===== src/rtl/tdc_spi_cfg_slave.sv =====
// SPI responder for TDC configuration frames: oversamples csb/sclk/din on clk,
// deserializes MSB-first words and files consecutive frames into five registers.
module tdc_spi_cfg_slave #(
   parameter int FRAME_BITS = 24,
   parameter int NUM_REGS   = 5
) (
   input  logic                  clk,
   input  logic                  rst,
   input  logic                  csb,
   input  logic                  sclk,
   input  logic                  din,
   output logic [FRAME_BITS-1:0] reg_config,
   output logic [FRAME_BITS-1:0] reg_coarseovf,
   output logic [FRAME_BITS-1:0] reg_clkctrovf,
   output logic [FRAME_BITS-1:0] reg_clkstopmask,
   output logic [FRAME_BITS-1:0] reg_interrupts,
   output logic                  word_valid,
   output logic [2:0]            word_idx,
   output logic                  cfg_done,
   output logic                  frame_err,
   output logic [2:0]            dbg_state
);

   // Handshake: none on the SPI side; word_valid/cfg_done/frame_err are
   // single-cycle strobes with no back-pressure, word_idx qualified by word_valid.

   typedef enum logic [2:0] {
      IDX0 = 3'd0,
      IDX1 = 3'd1,
      IDX2 = 3'd2,
      IDX3 = 3'd3,
      IDX4 = 3'd4
   } idx_e;

   localparam logic [4:0] FB = 5'(FRAME_BITS);

   logic csb_s1_q, csb_s2_q, csb_s3_q;
   logic sclk_s1_q, sclk_s2_q, sclk_s3_q;
   logic din_s1_q, din_s2_q;

   logic [FRAME_BITS-1:0] shift_q, shift_d;
   logic [4:0]            cnt_q, cnt_d;
   logic [FRAME_BITS-1:0] regs_q [NUM_REGS];
   idx_e                  state_q;

   logic csb_fall, csb_rise, sclk_rise, frame_ok;

   always_ff @(posedge clk or posedge rst) begin
      if (rst) begin
         csb_s1_q  <= 1'b1;
         csb_s2_q  <= 1'b1;
         csb_s3_q  <= 1'b1;
         sclk_s1_q <= 1'b0;
         sclk_s2_q <= 1'b0;
         sclk_s3_q <= 1'b0;
         din_s1_q  <= 1'b0;
         din_s2_q  <= 1'b0;
      end else begin
         csb_s1_q  <= csb;
         csb_s2_q  <= csb_s1_q;
         csb_s3_q  <= csb_s2_q;
         sclk_s1_q <= sclk;
         sclk_s2_q <= sclk_s1_q;
         sclk_s3_q <= sclk_s2_q;
         din_s1_q  <= din;
         din_s2_q  <= din_s1_q;
      end
   end

   assign csb_fall  = !csb_s2_q && csb_s3_q;
   assign csb_rise  = csb_s2_q && !csb_s3_q;
   assign sclk_rise = sclk_s2_q && !sclk_s3_q;
   assign frame_ok  = (cnt_q >= FB);

   // Counter keeps running past FRAME_BITS so a padded frame still closes cleanly.
   always_comb begin
      shift_d = shift_q;
      cnt_d   = cnt_q;
      if (csb_fall) begin
         shift_d = '0;
         cnt_d   = '0;
      end else if (sclk_rise && !csb_s2_q && !csb_rise) begin
         if (cnt_q < FB) shift_d = {shift_q[FRAME_BITS-2:0], din_s2_q};
         if (cnt_q != 5'd31) cnt_d = cnt_q + 5'd1;
      end
   end

   always_ff @(posedge clk or posedge rst) begin
      if (rst) begin
         shift_q <= '0;
         cnt_q   <= '0;
      end else begin
         shift_q <= shift_d;
         cnt_q   <= cnt_d;
      end
   end

   always_ff @(posedge clk or posedge rst) begin
      if (rst) begin
         state_q    <= IDX0;
         word_valid <= 1'b0;
         word_idx   <= 3'd0;
         cfg_done   <= 1'b0;
         frame_err  <= 1'b0;
         for (int i = 0; i < NUM_REGS; i++) regs_q[i] <= '0;
      end else begin
         word_valid <= 1'b0;
         cfg_done   <= 1'b0;
         frame_err  <= 1'b0;
         if (state_q > IDX4) begin
            state_q <= IDX0;
         end else if (csb_rise) begin
            if (!frame_ok) begin
               frame_err <= 1'b1;
            end else begin
               word_valid <= 1'b1;
               word_idx   <= state_q;
               case (state_q)
                  IDX0: begin regs_q[0] <= shift_q; state_q <= IDX1; end
                  IDX1: begin regs_q[1] <= shift_q; state_q <= IDX2; end
                  IDX2: begin regs_q[2] <= shift_q; state_q <= IDX3; end
                  IDX3: begin regs_q[3] <= shift_q; state_q <= IDX4; end
                  IDX4: begin
                     regs_q[4] <= shift_q;
                     state_q   <= IDX0;
                     cfg_done  <= 1'b1;
                  end
                  default: state_q <= IDX0;
               endcase
            end
         end
      end
   end

   assign reg_config      = regs_q[0];
   assign reg_coarseovf   = regs_q[1];
   assign reg_clkctrovf   = regs_q[2];
   assign reg_clkstopmask = regs_q[3];
   assign reg_interrupts  = regs_q[4];
   assign dbg_state       = state_q;

endmodule


===== config.mk =====
export PLATFORM = sky130hd
export DESIGN_NAME = tdc_spi_cfg_slave
export DESIGN_NICKNAME = d
export VERILOG_FILES = /design/src/rtl/tdc_spi_cfg_slave.sv
export SDC_FILE = /design/constraint.sdc
export NUM_CORES = 1
export LEC_CHECK = 0
export CORE_MARGIN = 2
export CORE_UTILIZATION = 25
export CTS_CLUSTER_DIAMETER = 200
export DETAILED_ROUTE_END_ITERATION = 12
export GPL_ROUTABILITY_DRIVEN = 0
export PLACE_DENSITY = 0.47
export SETUP_SLACK_MARGIN = 0.02
export SYNTH_ARGS = -nofsm -noshare
export SYNTH_HDL_FRONTEND = slang
export SYNTH_SLANG_ARGS = --single-unit

===== constraint.sdc =====
create_clock -name clk -period 16.1 [get_ports clk]
set_input_delay 3.22 -clock clk [delete_from_list [all_inputs] [get_ports clk]]
set_output_delay 3.22 -clock clk [all_outputs]
set_load 0.01 [all_outputs]

## Word level (Yosys, flattened, before mapping)

Index checks and enable logic that the tools add are counted.

- $add $sub $neg: 1
- $lt $le $gt $ge: 3
- Eq/ne operators: 5
- Mux-type cells: 20
- Bitwise gates (word level): 1
- Reduce and logical (&&, ||, !) cells: 24

Operators with widths:

| kind | number |
|---|---|
| two-way mux 24 bit | 3 |
| AND reduction 4 bit | 5 |
| two-way mux 5 bit | 3 |
| one-hot mux 3 bit (4 select lines) | 1 |
| two-way mux 1 bit | 10 |
| nonzero test 2 bit | 5 |
| two-way mux 3 bit | 3 |
| == test 3 x 2 -> 1 bit (second input constant) | 2 |
| AND reduction 2 bit | 3 |
| adder 5 x 1 -> 5 bit (second input constant) | 1 |
| greater-or-equal comparator 5 bit (second input constant) | 1 |
| logical AND 1 bit | 5 |
| < comparator 5 bit (second input constant) | 1 |
| != test 5 bit (second input constant) | 1 |
| zero test 1 bit | 4 |
| == test 3 x 1 -> 1 bit (second input constant) | 1 |
| == test 3 bit (second input constant) | 1 |
| > comparator 3 bit (second input constant) | 1 |
| zero test 3 bit | 1 |
| AND reduction 3 bit | 1 |
| NOT 1 bit | 1 |

- Flip-flop bits (word level): 166
- Input bits: 5
- Word-level logic and storage cells: 74

## Depth between registers and ports, before layout

Gate-level depths: netlist (run 1).

- Word-level depth: 6
- Gate-level depth with buffers: 7
- Gate-level depth less buffers: 6

## Worst setup path before layout (run 1)

No wires, ideal clock.

- Path kind: register -> output
- Start point: reg state_q[2], in the netlist dbg_state[2]
- End point: out dbg_state[2]
- Arrival: 0.521 ns
- Data required time: 12.880 ns
- Slack: 12.359 ns
- Stages on the path, launching flop included: 1
- Cell sequence: dfrtp_1

RTL lines:

| item | line | source |
|---|---|---|
| from (decl) | 44 | `idx_e state_q;` |
| from (signal assigned) | 100 | `state_q <= IDX0;` |
| from (signal assigned) | 111 | `state_q <= IDX0;` |
| from (signal assigned) | 119 | `IDX0: begin regs_q[0] <= shift_q; state_q <= IDX1; end` |
| to (decl) | 21 | `output logic [2:0] dbg_state` |

No word-level cell between the ends.

## Final worst setup path (run 1)

- Start point: reg state_q[2], in the netlist dbg_state[2]
- End point: out dbg_state[2]

No word-level cell between the ends.

==> reports/results.md, run 1 <==
| Parameter | Reported | Unit |
| --- | --- | --- |
| Run status | completed | - |
| Largest net degree at the start of global routing | 89 | - |
| TritonCTS Buffers | 17 | - |
| Full die area | 27,000 | um^2 |
| Setup repair after global routing missed its margin | false | - |
| Top library cells by usage in the layout, fill and taps aside | dfrtp_1 (163), clkdlybuf4s50_1 (133), mux2_2 (120) | - |
| Post-Syn Area per Cell | 15.4 | um^2 |
| Crit path kind | reg2out | - |
| Final count of hold timing violations | 0 | - |
| Resized Gates After CTS | 0 | - |
| Max clock buf depth | 2 | - |
| Cts-stage hold buffer count | 0 | - |
| Die Span X | 164 | um |
| Worst-path clk slew | 0.06 | ns |
| Number of slew-limit violations in the final report | 0 | - |
| Global-route congestion overflow total | 0 | - |
| Number of synthesis warnings | 0 | - |
| Commonest non-fill, non-tap cell in the layout | dfrtp_1 | - |
| Fraction of power consumed by the clock network | 48.7 | % |
| Syn_nets | 425 | - |
| Proportion of power drawn by flip-flops and latches | 49.4 | % |
| Die Height | 164 | um |
| Clock root buffer master | clkbuf_16 | - |
| Sink count of the clock tree | 166 | - |
| GRT Total Usage | 12.1 | % |
| Footprint of the multi-input gates | 2100 | um^2 |
| Number of antenna violations at the first check in global routing | 0 | - |
| Antenna cells | 0 | - |
| Power after layout | 852 | uW |
| Async set or reset register ratio after synthesis | 100 | % |
| Largest vdd supply drop | 0.0000532 | V |
| Share of final-layout standard cells stronger than drive strength 1 | 30.4 | % |
| Master of the slowest instance on the critical path | dfrtp_1 | - |
| Final worst path period share | 31.4 | % |
| Detail Placement HPWL | 10,200 | um |
| Family with the most delay on the worst path | flip-flops | - |
| Worst hold margin | 0.353 | ns |
| Vias post-DR | 3,845 | - |
| Via/cell ratio | 4.30 | - |
| Number of top-level pins | 134 | - |
| Max H-tree Level | 4 | - |
| FF+latch area | 4160 | um^2 |
| Crit path buf inv count | 1 | - |
| Comb pwr share | 1.9 | % |
| Series of cell instances along the critical path | clkdlybuf4s50_1 | - |
| P_int | 660 | uW |
| Initial Utilization | 25.5 | % |
| Post-synth EDFFs | 0 | - |
| Fill cells | 2,423 | - |
| Distinct cell type count of the synthesized netlist | 35 | - |
| Met3 track demand over resource in global routing | 3.48 | % |
| Worst-Margin Slew | 1.22 | ns |
| Instance count of the mapped netlist | 417 | - |
| Area Overhead vs Synth | 35.0 | % |
| Crit path required time | 12.88 | ns |
| Final ANT Viol Nets | 0 | - |
| Number of search-and-repair iterations in the first detailed-routing pass | 4 | - |
| Setup crit start kind | flop | - |
| Maximum single-stage delay on the critical path | 0.75 | ns |
| Flip-flop and latch count after synthesis | 166 | - |
| Core outline area | 25,200 | um^2 |
| Post-placement setup slack | 10.62 | ns |
| TritonCTS clock tree | done | - |
| Via count of the first global-routing pass | 4,130 | - |
| Max_slew headroom | 18.6 | % |
| Post-layout minimum cycle time | 5.05 | ns |
| First-pass GRT wire length | 24,300 | um |
| Source-to-sink clock delay at the later pin of the worst-skew pair | 0.42 | ns |
| Arr. time, crit path | 1.83 | ns |
| Routed len/inst | 17.2 | um |
| Combined area of all synthesized cells | 6420 | um^2 |
| Min-Delay Path Class | reg2reg | - |
| Power density relative to cell area | 98.3 | nW/um^2 |
| Portion of the post-synthesis area used by sequential elements | 64.8 | % |
| Sum of negative setup slack | 0 | ns |
| Iter 0 DRT Violations | 231 | - |
| Met2 track utilization from global routing | 18.9 | % |
| Switching fraction of total power | 22.5 | % |
| Synth Flop Type | dfrtp_1 | - |
| Port Buffers | 133 | - |
| Dominant cell type by area after synthesis | dfrtp_1 | - |
| DRC violation count after routing | 0 | - |
| P_sw | 192 | uW |
| Met1 track demand over resource in global routing | 16.2 | % |
| Fraction of synthesized cell area taken by the top area cell type | 63.5 | % |
| Buffers inserted during post-CTS setup optimization | 0 | - |
| Total detailed-routing wirelength | 15,400 | um |
| Final worst-path setup slack | 11.05 | ns |
| Final layout net count | 560 | - |
| P_leak | 4.11 | nW |
| Leading post-synthesis cells by cell area | dfrtp_1 (64%), mux2_2 (21%), mux2i_1 (3.7%) | - |
| Sort of element at the end of the critical path | primary output | - |
| Total number of placement rows | 58 | - |
| Maximum clock rate | 198 | MHz |
| Number of max-cap violations | 0 | - |
| Most Crowded Layer GR | met2 | - |
| Post-Route Skew | 0.00898 | ns |
| Critical Path Fanout Max | 14 | - |
| Number of endpoints failing setup at the final stage | 0 | - |
per-stage QoR:
step           std cells  util (%)  cell area, um^2
2_1_floorplan        417         -             6420
3_3_place_gp         863      32.0             8060
3_5_place_dp         863      32.0             8060
4_1_cts              895      34.4             8670
5_1_grt              895      34.4             8670
6_report             895      34.4             8670
worst paths after layout:
path | to | slack, ns | cells past startpoint | startpoint
worst max-delay path | dbg_state[2] | 11.05 | 1 | dbg_state[2]$_DFFE_PP0P_
worst min-delay path | din_s2_q$_DFF_PP0_ | 0.35 | 0 | din_s1_q$_DFF_PP0_
worst max register to register | reg_coarseovf[20]$_DFFE_PP0P_ | 13.30 | 4 | csb_s2_q$_DFF_PP1_
worst min register to register | din_s2_q$_DFF_PP0_ | 0.35 | 0 | din_s1_q$_DFF_PP0_
max in group asynchronous | reg_clkstopmask[13]$_DFFE_PP0P_ | 11.16 | 3 | rst
min in group asynchronous | reg_config[15]$_DFFE_PP0P_ | 3.30 | 2 | rst
cell usage after synthesis (2+ instances only):
master     count
dfrtp_1      163
mux2_2       120
nand2_1       34
mux2i_1       24
a21oi_1       10
buf_2          6
nor2_1         6
buf_4          5
buf_6          5
clkbuf_1       5
inv_1          5
dfstp_2        3
ha_1           3
a2bb2oi_1      2
nand2b_1       2
nand3_1        2
nor3_4         2
nor4b_4        2
or2_2          2
power by group through the flow:
stage	Combinational, mW	Sequential (mW)	Clock, mW
final	0.0158	0.421	0.415
after global routing	0.0185	0.421	0.448
after CTS	0.0167	0.421	0.429
after detailed placement	0.0167	0.429	0
after global placement	0.0161	0.429	0
after floorplan	0.0116	0.428	0
flip-flops by register name, summed over array words and instances (netlist names), 3 cells and up:
signal	flops
word_idx	3
dbg_state	3
reg_config	24
shift_q	24
cnt_q	5
reg_clkctrovf	24
reg_interrupts	24
reg_clkstopmask	24
reg_coarseovf	24
cell type report:
cell class | count | share of cell area [%]
timing repair buffer | 138 | 15.8
clock inverter | 14 | 1.89
sequential | 166 | 48.0
clock buffer | 18 | 5.07
tap | 330 | 4.76
multi-input combinational | 224 | 24.2
inverter | 5 | 0.274
cell families (layout without fill, tap and decap cells):
group                    after synthesis  after routing  share of synthesized area, %
AO/OA/AOI/OAI                         15             15                          1.38
XOR/XNOR                               1              1                         0.136
adder cells (fa/ha/maj)                3              3                         0.585
buffers and inverters                 27            175                          2.59
flip-flops                           166            166                          64.8
multiplexers                         144            144                          24.8
AND/OR/NAND/NOR                       61             61                          5.73
per-layer routing:
| metal | wire length [um] | part of all wire, % |
|---|---|---|
| met5 | 0 | 0 |
| met4 | 151 | 0.98 |
| met3 | 733 | 4.7 |
| met2 | 7380 | 48 |
| met1 | 7160 | 46 |
(Power assumes the default switching activity.)
==> run 2, diff against run 1 <==
- PLACE_DENSITY: 0.47 -> 0.49
- clock period: 16.1 -> 4.1 ns (I/O delays scaled with it)
==> run 2 against run 1 <==
Effect of this change:
- via count fell by 0.99%
- global-route usage fell by 0.44 points
- clock skew rose by 0.00067 ns
- register-to-register slack got worse by 12 ns
- clock-buffer cell count rose by 3
- worst setup slack got worse by 9.6 ns
==> reports/results.md, run 2 (synthesis gave the netlist of run 1 again) <==
| Parameter | Reported | Unit | Delta |
| --- | --- | --- | --- |
| Commonest non-fill, non-tap cell in the layout | dfrtp_1 | - |  |
| Final worst-path setup slack | 1.42 | ns | -9.63 ns |
| Run status | completed | - |  |
| Post-layout minimum cycle time | 2.68 | ns |  |
| Length in cells of the worst reg-to-reg path | 4 | - | unchanged |
| Crit path required time | 3.28 | ns | -9.60 ns |
| Clock root buffer master | clkbuf_16 | - |  |
| Fill cells | 2,416 | - | -0.29% |
| Buffers inserted during post-CTS setup optimization | 0 | - | unchanged |
| Top library cells by usage in the layout, fill and taps aside | dfrtp_1 (163), clkdlybuf4s50_1 (133), mux2_2 (120) | - |  |
| Area Overhead vs Synth | 35.9 | % |  |
| Layout Cell Area excl Fill | 8720 | um^2 | +0.68% |
| Min-Delay Path Class | reg2reg | - |  |
| Source-to-sink clock delay at the later pin of the worst-skew pair | 0.42 | ns | about the same |
| Sum of negative setup slack | 0 | ns | unchanged |
| Cts-stage hold buffer count | 0 | - | unchanged |
| Largest net degree at the start of global routing | 53 | - | -40% |
| Hold path depth | 0 | - | unchanged |
| Setup crit start kind | flop | - |  |
| Via/cell ratio | 4.24 | - | -1.2% |
| Antenna cells | 0 | - | unchanged |
| Maximum clock rate | 373 | MHz |  |
| GRT Total Usage | 11.6 | % | -0.44 points |
| Max clock buf depth | 2 | - | unchanged |
| Master of the slowest instance on the critical path | dfrtp_1 | - |  |
| Crit path kind | reg2out | - |  |
| Port Buffers | 133 | - | unchanged |
| Maximum single-stage delay on the critical path | 0.76 | ns | about the same |
| Number of antenna violations at the first check in global routing | 0 | - | unchanged |
| Power density relative to cell area | 389 | nW/um^2 | +300% |
| Endpoint, Worst Hold | din_s2_q$_DFF_PP0_ | - |  |
| Critical Path Fanout Max | 14 | - | unchanged |
| Worst-path clk slew | 0.06 | ns | about the same |
| Total detailed-routing wirelength | 15,200 | um | -1.4% |
| Number of max-cap violations | 0 | - | unchanged |
| Source of the worst hold timing path | din_s1_q$_DFF_PP0_ | - |  |
| Final layout net count | 563 | - | +0.54% |
| Max_slew headroom | 20.9 | % | +2.3 points |
| Arr. time, crit path | 1.86 | ns | +0.03 ns |
| Number of slew-limit violations in the final report | 0 | - | unchanged |
| Via count of the first global-routing pass | 4,023 | - | -2.6% |
| Series of cell instances along the critical path | clkdlybuf4s50_1 | - |  |
| Post-Route Skew | 0.00965 | ns | +0.000670 ns |
| Global-route congestion overflow total | 0 | - | unchanged |
| Vias post-DR | 3,807 | - | -0.99% |
| Number of endpoints failing setup at the final stage | 0 | - | unchanged |
| TritonCTS Buffers | 17 | - | unchanged |
| Max H-tree Level | 4 | - | unchanged |
| Number of top-level pins | 134 | - | unchanged |
| Total number of placement rows | 58 | - | unchanged |
| Final ANT Viol Nets | 0 | - | unchanged |
| Routed len/inst | 17.0 | um | -1.6% |
| Initial Utilization | 25.5 | % | unchanged |
| Die Height | 164 | um | unchanged |
| Post-place instance area | 8110 | um^2 | +0.57% |
| Detail Placement HPWL | 10,300 | um | +0.34% |
| Die Span X | 164 | um | unchanged |
| Iter 0 DRT Violations | 133 | - | -42% |
| Worst-Margin Slew | 1.19 | ns | -0.0287 ns |
| Power after layout | 3.40 | mW | +300% |
| Number of search-and-repair iterations in the first detailed-routing pass | 4 | - | unchanged |
| Slack of the worst reg-to-reg path | 1.58 | ns | -11.72 ns |
| DRC violation count after routing | 0 | - | unchanged |
| Largest vdd supply drop | 0.000215 | V | +300% |
| Full die area | 27,000 | um^2 | unchanged |
| Post-placement setup slack | 1.54 | ns | -9.08 ns |
| Final count of hold timing violations | 0 | - | unchanged |
| Sink count of the clock tree | 166 | - | unchanged |
| Share of final-layout standard cells stronger than drive strength 1 | 30.5 | % | +0.069 points |
| P_leak | 4.13 | nW | +0.58% |
| R2r startpoint | csb_s2_q$_DFF_PP1_ | - |  |
| TritonCTS clock tree | done | - |  |
| First-pass GRT wire length | 23,500 | um | -3.3% |
| Core outline area | 25,200 | um^2 | unchanged |
| Crit path buf inv count | 1 | - | unchanged |
| Setup repair after global routing missed its margin | false | - |  |
| Resized Gates After CTS | 0 | - | unchanged |
| Family with the most delay on the worst path | flip-flops | - |  |
| Final worst path period share | 65.3 | % |  |
| Reg-to-reg endpoint | reg_clkstopmask[8]$_DFFE_PP0P_ | - |  |
| Sort of element at the end of the critical path | primary output | - |  |
[run 2: how the worst max path moves through the flow]
stage                             startpoint                              to  cells after the start
floorplan                                rst              cfg_done$_DFF_PP0_                      1
global placement          csb_s2_q$_DFF_PP1_  reg_clkstopmask[5]$_DFFE_PP0P_                      4
detailed placement        csb_s2_q$_DFF_PP1_  reg_clkstopmask[4]$_DFFE_PP0P_                      4
CTS                 dbg_state[2]$_DFFE_PP0P_                    dbg_state[2]                      1
global route        dbg_state[2]$_DFFE_PP0P_                    dbg_state[2]                      1
finish              dbg_state[2]$_DFFE_PP0P_                    dbg_state[2]                      1
[run 2: layer usage]
| metal | global-route usage, % | part of all wire (%) | vias to the layer above |
|---|---|---|---|
| li1 | - | - | 1740 |
| met1 | 15.1 | 45 | 1963 |
| met2 | 18.8 | 49 | 93 |
| met3 | 3.26 | 4.7 | 11 |
| met4 | 3.47 | 0.93 | 0 |
| met5 | 0 | 0 | - |
[run 2: stage by stage]
stage                     instances  hold WS, ns  util [%]
after floorplan                 417        0.331         -
after global placement          866        0.336      32.2
after detailed placement        866        0.340      32.2
after CTS                       897        0.355      34.6
after global routing            897        0.360      34.6
final                           897        0.354      34.6
[run 2: worst reg2reg max path, cell delays in order (launching register included)]
cell and delay, ns:
dfstp_2 0.63, nand4b_4 0.23, nor3_4 0.76, buf_4 0.41, mux2_2 0.38
[run 2: layout make-up]
| type | count | area (um^2) | area share (%) |
|---|---|---|---|
| Clock inverter | 10 | 145 | 1.66 |
| Inverter | 5 | 22.5 | 0.258 |
| Clock buffer | 21 | 470 | 5.39 |
| Multi-Input combinational cell | 224 | 2100 | 24.1 |
| Timing Repair Buffer | 141 | 1420 | 16.2 |
| Sequential cell | 166 | 4160 | 47.7 |
| Tap cell | 330 | 413 | 4.73 |
[run 2: power breakdown]
group	total (mW)	internal, mW	switching [mW]
combinational	0.0682	0.0181	0.0501
sequential	1.66	1.65	0.00862
clock	1.67	1.01	0.664
total	3.40	2.67	0.723
==> run 3, diff against run 2 <==
- clock period: 4.1 -> 2.45 ns (I/O delays scaled with it)
==> run 3 against run 2 <==
Effect of this change:
- via count up 1.6%
- critical endpoint is now cnt_q[2]$_DFFE_PP0P_
- flip-flop and latch count unchanged
- die area unchanged
- sequential power up 67%
- register-to-register slack worse by 1.4 ns
- highest routed layer unchanged
==> reports/results.md, run 3 (synthesis gave the netlist of run 1 again) <==
| Parameter | Reported | Unit | Delta |
| --- | --- | --- | --- |
| Full die area | 27,000 | um^2 | unchanged |
| Switching fraction of total power | 21.2 | % | -0.053 points |
| Crit path required time | 2.81 | ns | -0.47 ns |
| Post-placement setup slack | 0.230 | ns | -1.30 ns |
| Final worst-path setup slack | 0.192 | ns | -1.23 ns |
| Worst Setup SP | cnt_q[0]$_DFFE_PP0P_ | - |  |
| Clock root buffer master | clkbuf_16 | - |  |
| Post-place instance area | 8170 | um^2 | +0.74% |
| Final count of hold timing violations | 0 | - | unchanged |
| Max clock buf depth | 2 | - | unchanged |
| Comb pwr share | 2.0 | % | about the same |
| Number of slew-limit violations in the final report | 0 | - | unchanged |
| Proportion of power drawn by flip-flops and latches | 48.7 | % | about the same |
| Final ANT Viol Nets | 0 | - | unchanged |
| Die Height | 164 | um | unchanged |
| Number of endpoints failing setup at the final stage | 0 | - | unchanged |
| Worst-path clk slew | 0.07 | ns | about the same |
| Iter 0 DRT Violations | 205 | - | +54% |
| Run status | completed | - |  |
| Number of top-level pins | 134 | - | unchanged |
| Setup crit start kind | flop | - |  |
| Cts-stage hold buffer count | 0 | - | unchanged |
| TritonCTS clock tree | done | - |  |
| Source-to-sink clock delay at the later pin of the worst-skew pair | 0.43 | ns | about the same |
| Layout Cell Area excl Fill | 8790 | um^2 | +0.73% |
| Post-layout minimum cycle time | 2.26 | ns |  |
| Buffers inserted during post-CTS setup optimization | 0 | - | unchanged |
| GRT Total Usage | 11.6 | % | about the same |
| Fraction of power consumed by the clock network | 49.3 | % | about the same |
| Setup repair after global routing missed its margin | false | - |  |
| Commonest non-fill, non-tap cell in the layout | dfrtp_1 | - |  |
| Largest net degree at the start of global routing | 69 | - | +30% |
| First-pass GRT wire length | 23,700 | um | +0.79% |
| Crit path kind | reg2reg | - |  |
| Min-Delay Path Class | reg2reg | - |  |
| DRC violation count after routing | 0 | - | unchanged |
| Total detailed-routing wirelength | 14,900 | um | -1.9% |
| Initial Utilization | 25.5 | % | unchanged |
| P_int | 4.48 | mW | +68% |
| Max H-tree Level | 4 | - | unchanged |
| Final worst path period share | 92.2 | % |  |
| Post-Place Cells | 874 | - | +0.92% |
| Number of search-and-repair iterations in the first detailed-routing pass | 4 | - | unchanged |
| Top library cells by usage in the layout, fill and taps aside | dfrtp_1 (163), clkdlybuf4s50_1 (133), mux2_2 (120) | - |  |
| Number of max-cap violations | 0 | - | unchanged |
| Global-route congestion overflow total | 0 | - | unchanged |
| Vias post-DR | 3,867 | - | +1.6% |
| Die Span X | 164 | um | unchanged |
| Maximum clock rate | 443 | MHz |  |
| Post-Route Skew | 0.0120 | ns | +0.00234 ns |
| Core outline area | 25,200 | um^2 | unchanged |
| Final cell count without fillers | 906 | - | +1.0% |
| P_sw | 1.21 | mW | +67% |
| Max_slew headroom | 47.4 | % | +27 points |
| Sort of element at the end of the critical path | flop | - |  |
| Port Buffers | 133 | - | unchanged |
| Area Overhead vs Synth | 36.9 | % |  |
| Arr. time, crit path | 2.62 | ns | +0.76 ns |
| Power density relative to cell area | 647 | nW/um^2 | +66% |
| Critical Path Fanout Max | 7 | - | -7 |
| Power after layout | 5.69 | mW | +67% |
| Source of the worst hold timing path | sclk_s1_q$_DFF_PP0_ | - |  |
| Resized Gates After CTS | 0 | - | unchanged |
| Number of antenna violations at the first check in global routing | 0 | - | unchanged |
| Total number of placement rows | 58 | - | unchanged |
| Antenna cells | 0 | - | unchanged |
| R2r startpoint | cnt_q[0]$_DFFE_PP0P_ | - |  |
| Worst-Margin Slew | 0.788 | ns | -0.399 ns |
| Largest vdd supply drop | 0.000344 | V | +60% |
| Via count of the first global-routing pass | 4,187 | - | +4.1% |
| Sink count of the clock tree | 166 | - | unchanged |
| Via/cell ratio | 4.27 | - | +0.57% |
| P_leak | 4.17 | nW | +0.96% |
| Detail Placement HPWL | 10,400 | um | +0.99% |
| Final layout net count | 571 | - | +1.4% |
| TritonCTS Buffers | 17 | - | unchanged |
| Final core occ | 34.9 | % | +0.25 points |
| Routed len/inst | 16.5 | um | -2.9% |
| Share of final-layout standard cells stronger than drive strength 1 | 31.4 | % | +0.91 points |
-- run 3: changes by cell type in the layout (fill, tap and decap cells not counted), sizes merged --
cell    change
clkinv      +1
buf         +8
inv         -1
clkbuf      +1
-- run 3: critical path, cell delays in order (launching register included) --
cell and delay, ns:
dfrtp_1 0.41, ha_1 0.23, and3_2 0.22, ha_1 0.19, or4b_1 0.64, or3_1 0.35
a21oi_1 0.14
-- run 3: stage by stage --
step | hold slack, ns | TNS, ns
floorplan | 0.331 | -24.50
global placement | 0.337 | 0
detailed placement | 0.335 | 0
CTS | 0.350 | 0
global route | 0.358 | 0
finish | 0.348 | 0
-- run 3: power groups by stage --
stage / logic (mW) / clock network, mW / registers [mW]
floorplan: 0.0768 / 0 / 2.82
finish: 0.115 / 2.80 / 2.77
global placement: 0.117 / 0 / 2.82
CTS: 0.121 / 2.89 / 2.77
detailed placement: 0.120 / 0 / 2.82
global route: 0.134 / 3.01 / 2.77
-- run 3: path summary, 6_finish.rpt --
path,endpoint,slack [ns],cells after the start
min in group asynchronous,shift_q[17]$_DFFE_PP0P_,0.59,3
min,sclk_s2_q$_DFF_PP0_,0.35,0
max in group asynchronous,csb_s1_q$_DFF_PP1_,1.50,3
max reg2reg,cnt_q[2]$_DFFE_PP0P_,0.19,6
min reg2reg,sclk_s2_q$_DFF_PP0_,0.35,0
max,cnt_q[2]$_DFFE_PP0P_,0.19,6
-- run 3: area by class of cell --
| class | count | area, um^2 |
|---|---|---|
| clock buffer | 22 | 474 |
| clock inverter | 10 | 145 |
| fill | 2445 | 16400 |
| inverter | 5 | 22.5 |
| multi-input combinational | 224 | 2100 |
| sequential | 166 | 4160 |
| tap | 330 | 413 |
| timing repair buffer | 149 | 1480 |
-- run 3: per-layer routing --
| metal | wire (um) | part of all wire [%] | track usage, % |
|---|---|---|---|
| met5 | 0 | 0 | 0 |
| met4 | 198 | 1.3 | 4.07 |
| met3 | 762 | 5.1 | 3.28 |
| met2 | 7440 | 50 | 18.8 |
| met1 | 6530 | 44 | 14.9 |
